**src/rtl/iter_div_pkg.sv**
```systemverilog
// Shared types for the iterative divider: FSM state encoding and default width.
// Latency: n/a (types only).
// Backpressure: n/a (types only).
package iter_div_pkg;

    // Divider control states. The encodings are fixed so that other EX-stage
    // logic can decode them directly.
    typedef enum logic [1:0] {
        DIV_IDLE = 2'b00,
        DIV_BUSY = 2'b01,
        DIV_DONE = 2'b10
    } div_state_e;

    localparam int DIV_WIDTH_DEFAULT = 32;

endpackage

```
**src/rtl/iter_div.sv**
```systemverilog
// Radix-2 restoring divider for the EX stage, with signed/unsigned mode, a divide-by-zero fast path and cancel.
// Latency: the start is accepted in cycle 0 and ready pulses in cycle WIDTH+1. For divide-by-zero, ready pulses in cycle 1.
// Backpressure: stallreq holds IF/ID/EX while a start is being accepted or the divider is BUSY. It drops in DONE, so EX retires on the ready pulse.
//
// Ports:
//   clk, rst             clock; synchronous active-high reset
//   start, signed_op     division request (held by EX while stalled); 1 = DIV, 0 = DIVU
//   cancel               flush: abandon the operation in flight, block start in IDLE
//   dividend, divisor    operands, sampled when start is accepted
//   busy, ready          BUSY-state flag; one-cycle result-valid pulse
//   stallreq             stall request to CTRL
//   quotient, remainder  results for LO/HI; they are written on entry to DONE and then held
module iter_div
    import iter_div_pkg::*;
#(
    parameter int WIDTH = DIV_WIDTH_DEFAULT,
    parameter int CNT_W = $clog2(WIDTH + 1)
) (
    input  logic             clk,
    input  logic             rst,
    input  logic             start,
    input  logic             signed_op,
    input  logic             cancel,
    input  logic [WIDTH-1:0] dividend,
    input  logic [WIDTH-1:0] divisor,
    output logic             busy,
    output logic             ready,
    output logic             stallreq,
    output logic [WIDTH-1:0] quotient,
    output logic [WIDTH-1:0] remainder
);

    // Two's-complement negate when neg is set. This is used for operand
    // magnitude and for the result fix-up. The magnitude is kept unsigned, so
    // -2^(WIDTH-1) maps to 2^(WIDTH-1) without overflow.
    function automatic logic [WIDTH-1:0] cond_neg(input logic [WIDTH-1:0] x, input logic neg);
        return neg ? ({WIDTH{1'b0}} - x) : x;
    endfunction

    div_state_e       state_q,     state_d;
    logic [CNT_W-1:0] cnt_q,       cnt_d;
    logic [WIDTH-1:0] dvd_q,       dvd_d;      // dividend bits shift out at the top; quotient bits shift in at the bottom
    logic [WIDTH-1:0] dvs_q,       dvs_d;      // divisor magnitude
    logic [WIDTH-1:0] prem_q,      prem_d;     // restored partial remainder
    logic             q_neg_q,     q_neg_d;
    logic             r_neg_q,     r_neg_d;
    logic [WIDTH-1:0] quotient_q,  quotient_d;
    logic [WIDTH-1:0] remainder_q, remainder_d;

    logic [WIDTH:0]   partial;
    logic [WIDTH:0]   diff;
    logic             step_bit;
    logic [WIDTH-1:0] prem_step;
    logic [WIDTH-1:0] dvd_step;

    // One restoring step. The (WIDTH+1)-bit partial remainder takes in the next
    // dividend bit. A clear sign bit on the trial difference means the subtract fits.
    always_comb begin
        partial   = {prem_q, dvd_q[WIDTH-1]};
        diff      = partial - {1'b0, dvs_q};
        step_bit  = ~diff[WIDTH];
        prem_step = step_bit ? diff[WIDTH-1:0] : partial[WIDTH-1:0];
        dvd_step  = {dvd_q[WIDTH-2:0], step_bit};
    end

    // State register
    always_ff @(posedge clk) begin
        if (rst) begin
            state_q     <= DIV_IDLE;
            cnt_q       <= '0;
            dvd_q       <= '0;
            dvs_q       <= '0;
            prem_q      <= '0;
            q_neg_q     <= 1'b0;
            r_neg_q     <= 1'b0;
            quotient_q  <= '0;
            remainder_q <= '0;
        end else begin
            state_q     <= state_d;
            cnt_q       <= cnt_d;
            dvd_q       <= dvd_d;
            dvs_q       <= dvs_d;
            prem_q      <= prem_d;
            q_neg_q     <= q_neg_d;
            r_neg_q     <= r_neg_d;
            quotient_q  <= quotient_d;
            remainder_q <= remainder_d;
        end
    end

    // Next-state and datapath
    always_comb begin
        state_d     = state_q;
        cnt_d       = cnt_q;
        dvd_d       = dvd_q;
        dvs_d       = dvs_q;
        prem_d      = prem_q;
        q_neg_d     = q_neg_q;
        r_neg_d     = r_neg_q;
        quotient_d  = quotient_q;
        remainder_d = remainder_q;

        unique case (state_q)
            DIV_IDLE: begin
                if (start && !cancel) begin
                    dvd_d   = cond_neg(dividend, signed_op & dividend[WIDTH-1]);
                    dvs_d   = cond_neg(divisor,  signed_op & divisor[WIDTH-1]);
                    q_neg_d = signed_op & (dividend[WIDTH-1] ^ divisor[WIDTH-1]);
                    r_neg_d = signed_op & dividend[WIDTH-1];
                    prem_d  = '0;
                    if (divisor == '0) begin
                        // Fast path: the result is fixed, so no iterations are needed.
                        quotient_d  = '1;
                        remainder_d = dividend;
                        state_d     = DIV_DONE;
                    end else begin
                        cnt_d   = CNT_W'(WIDTH);
                        state_d = DIV_BUSY;
                    end
                end
            end
            DIV_BUSY: begin
                if (cancel) begin
                    cnt_d   = '0;
                    state_d = DIV_IDLE;
                end else begin
                    prem_d = prem_step;
                    dvd_d  = dvd_step;
                    cnt_d  = cnt_q - CNT_W'(1);
                    if (cnt_q == CNT_W'(1)) begin
                        quotient_d  = cond_neg(dvd_step, q_neg_q);
                        remainder_d = cond_neg(prem_step, r_neg_q);
                        state_d     = DIV_DONE;
                    end
                end
            end
            DIV_DONE: state_d = DIV_IDLE;  // a start held here belongs to the retiring instruction
            default:  state_d = DIV_IDLE;
        endcase
    end

    // Outputs
    always_comb begin
        busy      = (state_q == DIV_BUSY);
        ready     = (state_q == DIV_DONE) && !cancel;
        stallreq  = ((state_q == DIV_IDLE) && start && !cancel) || (state_q == DIV_BUSY);
        quotient  = quotient_q;
        remainder = remainder_q;
    end

endmodule

```
**config.mk**
```make
export PLATFORM = sky130hd
export DESIGN_NAME = iter_div
export DESIGN_NICKNAME = d
export VERILOG_FILES = /design/src/rtl/iter_div_pkg.sv /design/src/rtl/iter_div.sv
export SDC_FILE = /design/constraint.sdc
export NUM_CORES = 1
export LEC_CHECK = 0
export BUFFER_PORTS_ARGS = -buffer_cell sky130_fd_sc_hd__buf_2
export CAP_MARGIN = 30
export CORE_ASPECT_RATIO = 1.2
export CORE_MARGIN = 2
export CORE_UTILIZATION = 54
export DETAILED_ROUTE_END_ITERATION = 8
export HOLD_SLACK_MARGIN = 0.02
export PLACE_DENSITY = 0.78
export SLEW_MARGIN = 20
export SYNTH_ARGS = -nofsm -noshare
export SYNTH_HDL_FRONTEND = slang
export SYNTH_SLANG_ARGS = --single-unit
```
**constraint.sdc**
```tcl
create_clock -name clk -period 5.8 [get_ports clk]
set_input_delay 0.29 -clock clk [delete_from_list [all_inputs] [get_ports clk]]
set_output_delay 0.29 -clock clk [all_outputs]
set_load 0.02 [all_outputs]
```
==> metrics.yaml, run 1 <==
cts:
  ctsHoldBuffers: 0
  clk_pin_slew_ns: 0.07
  cts_max_level: 4
  clockRootBuffer: "clkbuf_16"
  numCtsBuffers: 17
  cts_tree: "done"
  clock_latency_ns: 0.44
  clock_sinks: 170
  cts_resized: 0
  clk_path_buf_depth: 2
  cts_setup_buffers: 0
power_and_ir_drop:
  cellLeakagePower_nw: 5.208
  max-vdd-ir-drop_v: 0.0002092
  powerDensity_nw_per_um2: 240.1
die:
  num_io_pins: 136
  std_cell_rows: 59
  start_util_pct: 54.54
  die_h_um: 165.6
  die_x_um: 138.7
  die_area_um2: 22970
  coreArea_um2: 21560
placed_design:
  dpl.hpwl_um: 27880
  gp_congestion: 1.002
  placed_cells: 1900
  io_buffers: 135
sta:
  report.final.slew_viol_count: 0
  fmax_ghz: 0.1918
  worst_pin_slew_ns: 0.9415
  fin_crit_sh_pct: 89.91
  clock_skew_ns: 0.01265
  rsz0062_at_grt: "no"
  tns_ns: 0
  setup_viol: 0
  maxSlewHeadroom_pct: 36.70
  post-route-min-period_ns: 5.215
  hold_violations: 0
setup_path:
  cp-startpoint: "dvd_q[31]$_SDFFE_PP0P_"
  r2r_start: "dvd_q[31]$_SDFFE_PP0P_"
  crit_required_ns: 6.15
  reg2reg_slack_ns: 0.59
  path_class: "reg -> reg"
  worst_setup_path_end_kind: "flop"
  path_delay_family: "compound AO/OA/AOI/OAI gates"
  r2r_cells: 22
  worstPathArrival_ns: 5.56
  startpoint_type: "flop"
  path_common_cell: "ha_1"
  r2r-end: "remainder[28]$_SDFFE_PP0P_"
  worst-path-max-fanout: 9
  cpMaxStageDelayCell: "a2111oi_1"
  cp_num_buf_inv: 2
  worstPathCellList: "inv_1, ha_1, fa_1, nand2b_1, a21o_1, a22o_1, o211ai_2, a21oi_2, xnor2_4, inv_2, nor2_1, a21oi_1, ha_1, and2_1, o221ai_1, a2111oi_1, nand4_1, nor4b_1, o2bb2ai_1, o31ai_1, xor2_1, a211oi_1"
  cp_slowest_stage_delay_ns: 0.42
cells_and_area:
  antennaDiodeCount: 0
  areaGrowthSynthToFinish_pct: 11.95
  nNetsFinal: 1756
  drive_gt1_share_pct: 12.94
  final_cell_count_no_fill: 1935
grt:
  grt_util_met2_pct: 52.84
  track_usage_pct: 31.86
  grt_pass1_wl_um: 59420
  met1_usage_pct: 38.82
  antenna_found_initial: 0
  overflow: 0
  grt_start_max_net_pins: 100
  grt.busiest_layer: "met2"
  first_global_vias: 11430
  use_met3_pct: 4.337
min_path:
  hp-class: "in -> reg"
  hold-path-endpoint: "dvs_q[6]$_SDFFE_PP0P_"
  hp-start: "divisor[6]"
  hold_depth: 3
synthesis:
  netlist.top_cell.by_area: "dfxtp_1"
  ys_warn_count: 0
  syn_area_per_cell_um2: 7.417
  netlist_top_cells_area: "dfxtp_1, nor2_1, a21oi_1, nand2_1, xor2_1"
  yosys.cell_types.count: 70
  ys_seq_area_share_pct: 28.95
  syn_inst: 1585
  async_flop_share_pct: 0
  yosys.area.top_type_share_pct: 28.95
  synth_edf_count: 0
  synth_ff_type: "dfxtp_1"
  ys_ff_latch: 170
  synthesis.area_um2: 11760
  synth_fp_nets: 1693
routing:
  dr.pass1.iters: 6
  postRouteAntennaNets: 0
  first_iter_violations: 1066
  drc: 0
  routed_via_density: 6.285
  drt-total-wl_um: 37450
  via_count: 12160
  wl_per_cell_um: 19.35
outcome:
  status: "complete, no violations"
job:
  maxCapViolCount: 0
==> state kept, by name, summed over array words and instances, names as in the netlist <==
| register | cells |
|---|---|
| dvd_q | 32 |
| dvs_q | 32 |
| prem_q | 32 |
| quotient | 32 |
| remainder | 32 |
| cnt_q | 6 |
| state_q | 2 |
| q_neg_q | 1 |
| r_neg_q | 1 |
==> routing by layer <==
layer  vias to the layer above  share of wire (%)
met4                         0                6.8
met3                       130                6.1
met2                       501                 47
met5                         -                  0
li1                       5905                  -
met1                      5625                 40
==> worst register-to-register path: cells and delay by family (launching register included) <==
family / cells / cell delay [ns]
AOI/OAI and AO/OA: 10 / 2.45
and+or+nand+nor: 5 / 0.99
adders and majority gates: 3 / 0.86
DFF: 1 / 0.37
xor gates and xnor gates: 2 / 0.25
buffers and inverters: 2 / 0.22
==> where the power goes <==
| group | leakage [nW] | total (mW) | internal (mW) | switching, mW |
|---|---|---|---|---|
| clock network | 0.283 | 1.14 | 0.609 | 0.536 |
| logic | 3.54 | 0.754 | 0.263 | 0.490 |
| registers | 1.38 | 1.26 | 1.21 | 0.0486 |
| total | 5.21 | 3.16 | 2.09 | 1.07 |
==> cells in the final DEF, fill, tap and decap left out, types with 6 or more instances in the layout <==
cell       synthesis  layout
a211oi_1          60      60
a21o_1            14      14
a21oi_1          120     120
a22oi_1           23      23
a311oi_1          40      40
a31oi_1           24      23
and2_1            14      14
and3_1            11      11
and4_1             6       6
buf_2              6     134
buf_4              0      12
clkbuf_16          0      17
dfxtp_1          170     170
ha_1              38      38
inv_1             51      50
mux2_2             8       8
mux2i_1           16      16
nand2_1          160     160
nand2b_1          11      10
nand3_1           34      34
nand4_1           10      10
nor2_1           203     201
nor2b_1            6       6
nor3_1            51      49
nor3b_1            7       7
nor4_1            20      20
o211ai_1          15      15
o21ai_0           99      99
o31ai_1           23      23
o41ai_1           12      12
or3_1             26      26
or4_1              9       9
xnor2_1           55      55
xor2_1            68      68
==> worst max-delay path by stage <==
stage | slack [ns] | cells after the start | to
3_5_place_dp | 0.59 | 22 | remainder[28]$_SDFFE_PP0P_
6_report | 0.59 | 22 | remainder[28]$_SDFFE_PP0P_
4_1_cts | 0.57 | 22 | remainder[28]$_SDFFE_PP0P_
2_1_floorplan | 0.41 | 25 | remainder[28]$_SDFFE_PP0P_
3_3_place_gp | 0.81 | 22 | remainder[28]$_SDFFE_PP0P_
5_1_grt | 0.10 | 22 | remainder[28]$_SDFFE_PP0P_
==> through the flow <==
stage / setup WS (ns) / area, um2 / util, % / hold slack (ns) / power (mW)
final: 0.5850 / 13160 / 61.06 / 0.1768 / 3.160
after detailed placement: 0.5885 / 12520 / 58.10 / 0.4564 / 2.025
after CTS: 0.5738 / 13110 / 60.80 / 0.1673 / 3.156
after floorplan: 0.4116 / 11760 / - / 0.4260 / 1.806
after global placement: 0.8054 / 12490 / 57.96 / 0.4470 / 2.012
after global routing: 0.1011 / 13160 / 61.06 / 0.1650 / 3.307
==> kinds of logic (layout without fill, tap and decap cells) <==
| logic type | count (synthesis) | after routing | synth area share (%) |
|---|---|---|---|
| and+or+nand+nor | 579 | 579 | 22.66 |
| AOI/OAI and AO/OA | 490 | 490 | 27.51 |
| DFF | 170 | 170 | 28.95 |
| buffers and inverters | 159 | 235 | 5.140 |
| xor gates and xnor gates | 124 | 124 | 9.398 |
| adders and majority gates | 39 | 39 | 4.215 |
| muxes | 24 | 24 | 2.129 |
==> cells in the mapped netlist, types with 5 or more instances <==
cell type and instances:
a211o_1 5, a211oi_1 60, a21o_1 14, a21oi_1 120, a22oi_1 23, a311oi_1 40
a31oi_1 24, and2_1 14, and3_1 11, and4_1 6, buf_1 13, buf_2 6
clkbuf_1 88, dfxtp_1 170, ha_1 38, inv_1 51, mux2_2 8, mux2i_1 16
nand2_1 160, nand2b_1 11, nand3_1 34, nand4_1 10, nor2_1 203, nor2b_1 6
nor3_1 51, nor3b_1 7, nor4_1 20, o211ai_1 15, o21ai_0 99, o21ai_1 5
o31ai_1 23, o41ai_1 12, or3_1 26, or4_1 9, xnor2_1 55, xor2_1 68
==> layout make-up <==
type / count / area [um2]
Clock inverter: 15 / 157.7
Inverter: 52 / 195.2
Tap cell: 274 / 342.8
Multi-Input combinational cell: 1256 / 7791
Sequential cell: 170 / 3403
Timing Repair Buffer: 151 / 845.8
Fill cell: 1989 / 8394
Clock buffer: 17 / 425.4
Power figures use the tool's default switching activity.
==> run 2, diff against run 1 <==
--- a/config.mk
+++ b/config.mk
@@ -7,12 +7,13 @@
 export LEC_CHECK = 0
 export BUFFER_PORTS_ARGS = -buffer_cell sky130_fd_sc_hd__buf_2
 export CAP_MARGIN = 30
-export CORE_ASPECT_RATIO = 1.2
 export CORE_MARGIN = 2
 export CORE_UTILIZATION = 54
 export DETAILED_ROUTE_END_ITERATION = 8
+export GPL_TIMING_DRIVEN = 1
 export HOLD_SLACK_MARGIN = 0.02
 export PLACE_DENSITY = 0.78
+export RECOVER_POWER = 50
 export SLEW_MARGIN = 20
 export SYNTH_ARGS = -nofsm -noshare
 export SYNTH_HDL_FRONTEND = slang
==> metrics.yaml, run 2 (same netlist as run 1, synthesis figures left out) <==
outcome:
  status: "finished, violations left"
  violations: "capacitance limit, slew limit"
sta:
  report.final.slew_viol_count: 192  # +192
  fmax_ghz: 0.1904  # -0.70%
  maxSlewHeadroom_pct: -52.47  # -89 points
  setup_viol: 0  # unchanged
  rsz0062_at_grt: "no"
  fin_hold_ws_ns: 0.1383  # -0.03848 ns
  post-route-min-period_ns: 5.252  # +0.03683 ns
  hold_violations: 0  # unchanged
  clock_skew_ns: 0.009197  # -0.003450 ns
  tns_ns: 0  # unchanged
  worst_pin_slew_ns: 2.287  # +1.346 ns
  fin_crit_sh_pct: 90.55  # +0.64 points
routing:
  routed_via_density: 6.111  # -2.8%
  postRouteAntennaNets: 0  # unchanged
  drt-total-wl_um: 34310  # -8.4%
  drc: 0  # unchanged
  dr.pass1.iters: 5  # -1
  wl_per_cell_um: 17.71  # -8.5%
  via_count: 11840  # -2.6%
  first_iter_violations: 847  # -21%
setup_path:
  worst-path-max-fanout: 11  # +2
  crit_required_ns: 6.16  # about the same
  worst_setup_path_end_kind: "flop"
  worstPathArrival_ns: 5.61  # +0.05 ns
  startpoint_type: "flop"
  path_class: "reg -> reg"
  cp_slowest_stage_delay_ns: 0.42  # about the same
  cpMaxStageDelayCell: "nor4b_1"
  path_common_cell: "ha_1"
  r2r_cells: 23  # +4.5%
  worstPathCellList: "inv_1, ha_1, fa_1, nand2b_1, a21o_1, a22o_1, o211ai_2, a21oi_2, xnor2_4, inv_2, nor2_1, a21oi_1, ha_1, and2_1, o221ai_1, a2111oi_1, buf_4, nand4_1, nor4b_1, o2bb2ai_1, o31ai_1, xor2_1, a211oi_1"
cells_and_area:
  nNetsFinal: 1758  # +0.11%
  regArea_um2: 3403  # unchanged
  final_cell_count_no_fill: 1938  # +0.16%
  multi_input_area_um2: 7769  # -0.29%
  antennaDiodeCount: 0  # unchanged
  layout.cells.most_common: "nor2_1"
  n_fill_cell: 1995  # +0.30%
  drive_gt1_share_pct: 8.539  # -4.4 points
  final_area_um2: 13050  # -0.86%
  areaGrowthSynthToFinish_pct: 10.99
  final_cell_mix: "nor2_1, dfxtp_1, nand2_1"
cts:
  clk_path_buf_depth: 2  # unchanged
  ctsHoldBuffers: 0  # unchanged
  numCtsBuffers: 17  # unchanged
  clk_pin_slew_ns: 0.08  # about the same
  clockRootBuffer: "clkbuf_16"
  cts_tree: "done"
  cts_resized: 0  # unchanged
  cts_max_level: 4  # unchanged
  clock_sinks: 170  # unchanged
  clock_latency_ns: 0.44  # about the same
  cts_setup_buffers: 0  # unchanged
placed_design:
  io_buffers: 135  # unchanged
  gp_congestion: 0.9423  # -5.9%
  dpl.hpwl_um: 25410  # -8.9%
  placed_cells: 1903  # +0.16%
  dpl_cell_area_um2: 12550  # +0.21%
die:
  die_x_um: 151.6  # +9.3%
  coreArea_um2: 21220  # -1.6%
  num_io_pins: 136  # unchanged
  start_util_pct: 55.40  # +0.86 points
  die_area_um2: 22970  # about the same
  std_cell_rows: 53  # -10%
  die_h_um: 151.6  # -8.5%
power_and_ir_drop:
  powerDensity_nw_per_um2: 240.0  # about the same
  max-vdd-ir-drop_v: 0.0001683  # -20%
  total_power_mw: 3.131  # -0.92%
  cellLeakagePower_nw: 4.908  # -5.8%
grt:
  antenna_found_initial: 0  # unchanged
  overflow: 0  # unchanged
  grt_start_max_net_pins: 100  # unchanged
  grt_pass1_wl_um: 55010  # -7.4%
  track_usage_pct: 30.01  # -1.8 points
  first_global_vias: 10710  # -6.2%
job:
  maxCapViolCount: 4  # +4
min_path:
  hold_depth: 3  # unchanged
  hp-class: "in -> reg"
-- run 2: cell count changes in the layout (fill, tap and decap cells not counted), moves of 2 or more --
cell,previous run,this run
clkbuf_1,0,71
buf_2,134,68
buf_4,12,9
inv_6,4,1
inv_8,3,6
nor2_1,201,203
-- run 2: layout make-up --
cell class	count	area share, %
Multi-Input combinational cell	1256	59.54
Sequential cell	170	26.08
Timing Repair Buffer	153	5.801
Clock buffer	17	3.260
Tap cell	275	2.637
Inverter	52	1.496
Clock inverter	15	1.189
-- run 2: path summary, 6_finish.rpt --
path                               start                    endpoint  slack (ns)
setup / recovery  dvd_q[31]$_SDFFE_PP0P_  remainder[28]$_SDFFE_PP0P_        0.55
hold / removal                divisor[1]       dvs_q[1]$_SDFFE_PP0P_        0.14
setup reg to reg  dvd_q[31]$_SDFFE_PP0P_  remainder[28]$_SDFFE_PP0P_        0.55
hold reg to reg   dvs_q[31]$_SDFFE_PP0P_      dvs_q[31]$_SDFFE_PP0P_        0.46
-- run 2: power by group --
part	internal, mW	switching [mW]	leakage, nW	total [mW]
logic	0.263	0.463	3.25	0.727
clock network	0.575	0.569	0.281	1.14
registers	1.21	0.0477	1.38	1.26
-- run 2: routing by layer --
metal / global-route usage [%] / wire, um / share of wire, %
met1: 39.08 / 15290 / 45
met2: 49.12 / 15570 / 45
met3: 5.749 / 2415 / 7.0
met4: 11.85 / 1038 / 3.0
met5: 0 / 0 / 0
-- run 2: worst max-delay path: cells and delay by family, from the launching register on --
family	cells	cell delay (ns)
compound gates	10	2.26
xor+xnor	2	0.24
fa+ha+maj	3	0.86
buf+inv	3	0.46
flops	1	0.38
simple gates	5	0.93
-- run 2: stage by stage --
stage	worst slack (ns)	utilization (%)
3_3_place_gp	0.7011	58.94
6_report	0.5482	61.49
5_1_grt	0.1055	61.49
3_5_place_dp	0.6426	59.14
2_1_floorplan	0.4116	-
4_1_cts	0.5901	61.88
==> run 3, diff against run 2 <==
--- a/config.mk
+++ b/config.mk
@@ -6,8 +6,6 @@
 export NUM_CORES = 1
 export LEC_CHECK = 0
 export BUFFER_PORTS_ARGS = -buffer_cell sky130_fd_sc_hd__buf_2
-export CAP_MARGIN = 30
-export CORE_MARGIN = 2
 export CORE_UTILIZATION = 54
 export DETAILED_ROUTE_END_ITERATION = 8
 export GPL_TIMING_DRIVEN = 1
==> metrics.yaml, run 3 (same netlist as run 1, synthesis figures left out) <==
sta:
  tns_ns: 0  # unchanged
  report.final.slew_viol_count: 194  # +1.0%
  maxSlewHeadroom_pct: -134.7  # -82 points
  post-route-min-period_ns: 5.254  # +0.001903 ns
  clock_skew_ns: 0.01052  # +0.001325 ns
  hold_violations: 0  # unchanged
  fin_crit_sh_pct: 90.58  # about the same
  fin_hold_ws_ns: 0.1444  # +0.006055 ns
  rsz0062_at_grt: "no"
  worst_pin_slew_ns: 3.521  # +1.234 ns
  setup_viol: 0  # unchanged
  fmax_ghz: 0.1903  # about the same
die:
  num_io_pins: 136  # unchanged
  die_h_um: 149.6  # -1.3%
  die_area_um2: 22370  # -2.6%
  std_cell_rows: 53  # unchanged
  coreArea_um2: 21150  # -0.31%
  die_x_um: 149.6  # -1.3%
  start_util_pct: 55.57  # +0.17 points
cts:
  clk_pin_slew_ns: 0.07  # about the same
  cts_max_level: 4  # unchanged
  numCtsBuffers: 17  # unchanged
  clockRootBuffer: "clkbuf_16"
  cts_resized: 0  # unchanged
  clock_latency_ns: 0.43  # about the same
  ctsHoldBuffers: 0  # unchanged
  clk_path_buf_depth: 2  # unchanged
  clock_sinks: 170  # unchanged
  cts_tree: "done"
  cts_setup_buffers: 0  # unchanged
grt:
  grt_start_max_net_pins: 100  # unchanged
  grt_pass1_wl_um: 53880  # -2.1%
  overflow: 0  # unchanged
  antenna_found_initial: 0  # unchanged
  first_global_vias: 10740  # +0.23%
  track_usage_pct: 30.05  # +0.034 points
setup_path:
  cp_slowest_stage_delay_ns: 2.49  # +2.07 ns
  worstPathArrival_ns: 5.53  # -0.08 ns
  worst-path-max-fanout: 87  # +76
  worst_setup_path_end_kind: "flop"
  cpMaxStageDelayCell: "clkbuf_1"
  cp_num_buf_inv: 1  # -2
  worstPathCellList: "nand2b_4, clkbuf_1, o21ai_0, o211ai_1, a21oi_1"
  path_class: "reg -> reg"
  path_delay_family: "buffers and inverters"
  r2r_cells: 5  # -78%
  crit_required_ns: 6.07  # -0.09 ns
  startpoint_type: "flop"
  cp.depth: 5  # -78%
routing:
  routed_via_density: 6.073  # -0.62%
  drt-total-wl_um: 33730  # -1.7%
  postRouteAntennaNets: 0  # unchanged
  dr.pass1.iters: 8  # +3
  first_iter_violations: 939  # +11%
  wl_per_cell_um: 17.44  # -1.5%
  drc: 0  # unchanged
  via_count: 11750  # -0.83%
cells_and_area:
  final_cell_mix: "nor2_1, dfxtp_1, nand2_1"
  areaGrowthSynthToFinish_pct: 10.52
  multi_input_area_um2: 7784  # +0.19%
  nNetsFinal: 1754  # -0.23%
  layout.cells.most_common: "nor2_1"
  regArea_um2: 3403  # unchanged
  antennaDiodeCount: 0  # unchanged
  drive_gt1_share_pct: 8.559  # +0.021 points
  n_fill_cell: 1963  # -1.6%
outcome:
  status: "finished, violations left"
  violations: "capacitance limit, slew limit"
power_and_ir_drop:
  cellLeakagePower_nw: 4.879  # -0.60%
  powerDensity_nw_per_um2: 239.9  # about the same
  max-vdd-ir-drop_v: 0.0001606  # -4.6%
placed_design:
  gp_congestion: 0.9099  # -3.4%
  io_buffers: 135  # unchanged
  dpl.hpwl_um: 25000  # -1.6%
min_path:
  hp-class: "in -> reg"
  hold_depth: 3  # unchanged
job:
  maxCapViolCount: 3  # -1
## run 3: final cells by class
type                            instances  share of cell area [%]
Multi-Input combinational cell       1256                   59.91
Sequential cell                       170                   26.19
Timing Repair Buffer                  149                   5.277
Clock buffer                           19                   3.486
Tap cell                              275                   2.648
Inverter                               52                   1.502
Clock inverter                         13                  0.9823
## run 3: worst paths after layout
kind / start / endpoint / slack, ns
worst min-delay path: divisor[1] / dvs_q[1]$_SDFFE_PP0P_ / 0.14
worst max register to register: state_q[1]$_SDFFE_PP0P_ / dvd_q[1]$_SDFFE_PP0P_ / 0.55
worst min register to register: remainder[1]$_SDFFE_PP0P_ / remainder[1]$_SDFFE_PP0P_ / 0.47
worst max-delay path: state_q[1]$_SDFFE_PP0P_ / dvd_q[1]$_SDFFE_PP0P_ / 0.55
## run 3: metal layers
layer	part of all wire, %	track usage, %	up-vias
met5	0	0	-
met1	45	39.83	5383
li1	-	-	5905
met2	46	50.46	419
met4	2.0	9.847	0
met3	7.2	3.415	38
## run 3: tightest hold or removal path: cells and delay by family
family | cells | cell delay, ns
AO/OA/AOI/OAI | 1 | 0.07
buffers and inverters | 1 | 0.12
AND/OR/NAND/NOR | 1 | 0.05
## run 3: metrics by stage
| stage | instances | setup WS, ns | util [%] | power (mW) | area, um2 |
|---|---|---|---|---|---|
| floorplan | 1585 | 0.4116 | - | 1.806 | 11760 |
| global route | 1934 | 0.1548 | 61.42 | 3.258 | 12990 |
| global placement | 1902 | 0.8167 | 59.16 | 1.988 | 12510 |
| finish | 1934 | 0.5463 | 61.42 | 3.118 | 12990 |
| CTS | 1934 | 0.5534 | 61.90 | 3.118 | 13100 |
| detailed placement | 1902 | 0.5917 | 59.16 | 1.998 | 12510 |
## run 3: power breakdown
part / internal, mW / total (mW) / switching, mW
clock network: 0.592 / 1.13 / 0.540
registers: 1.21 / 1.26 / 0.0482
logic: 0.263 / 0.723 / 0.461
total: 2.07 / 3.12 / 1.05
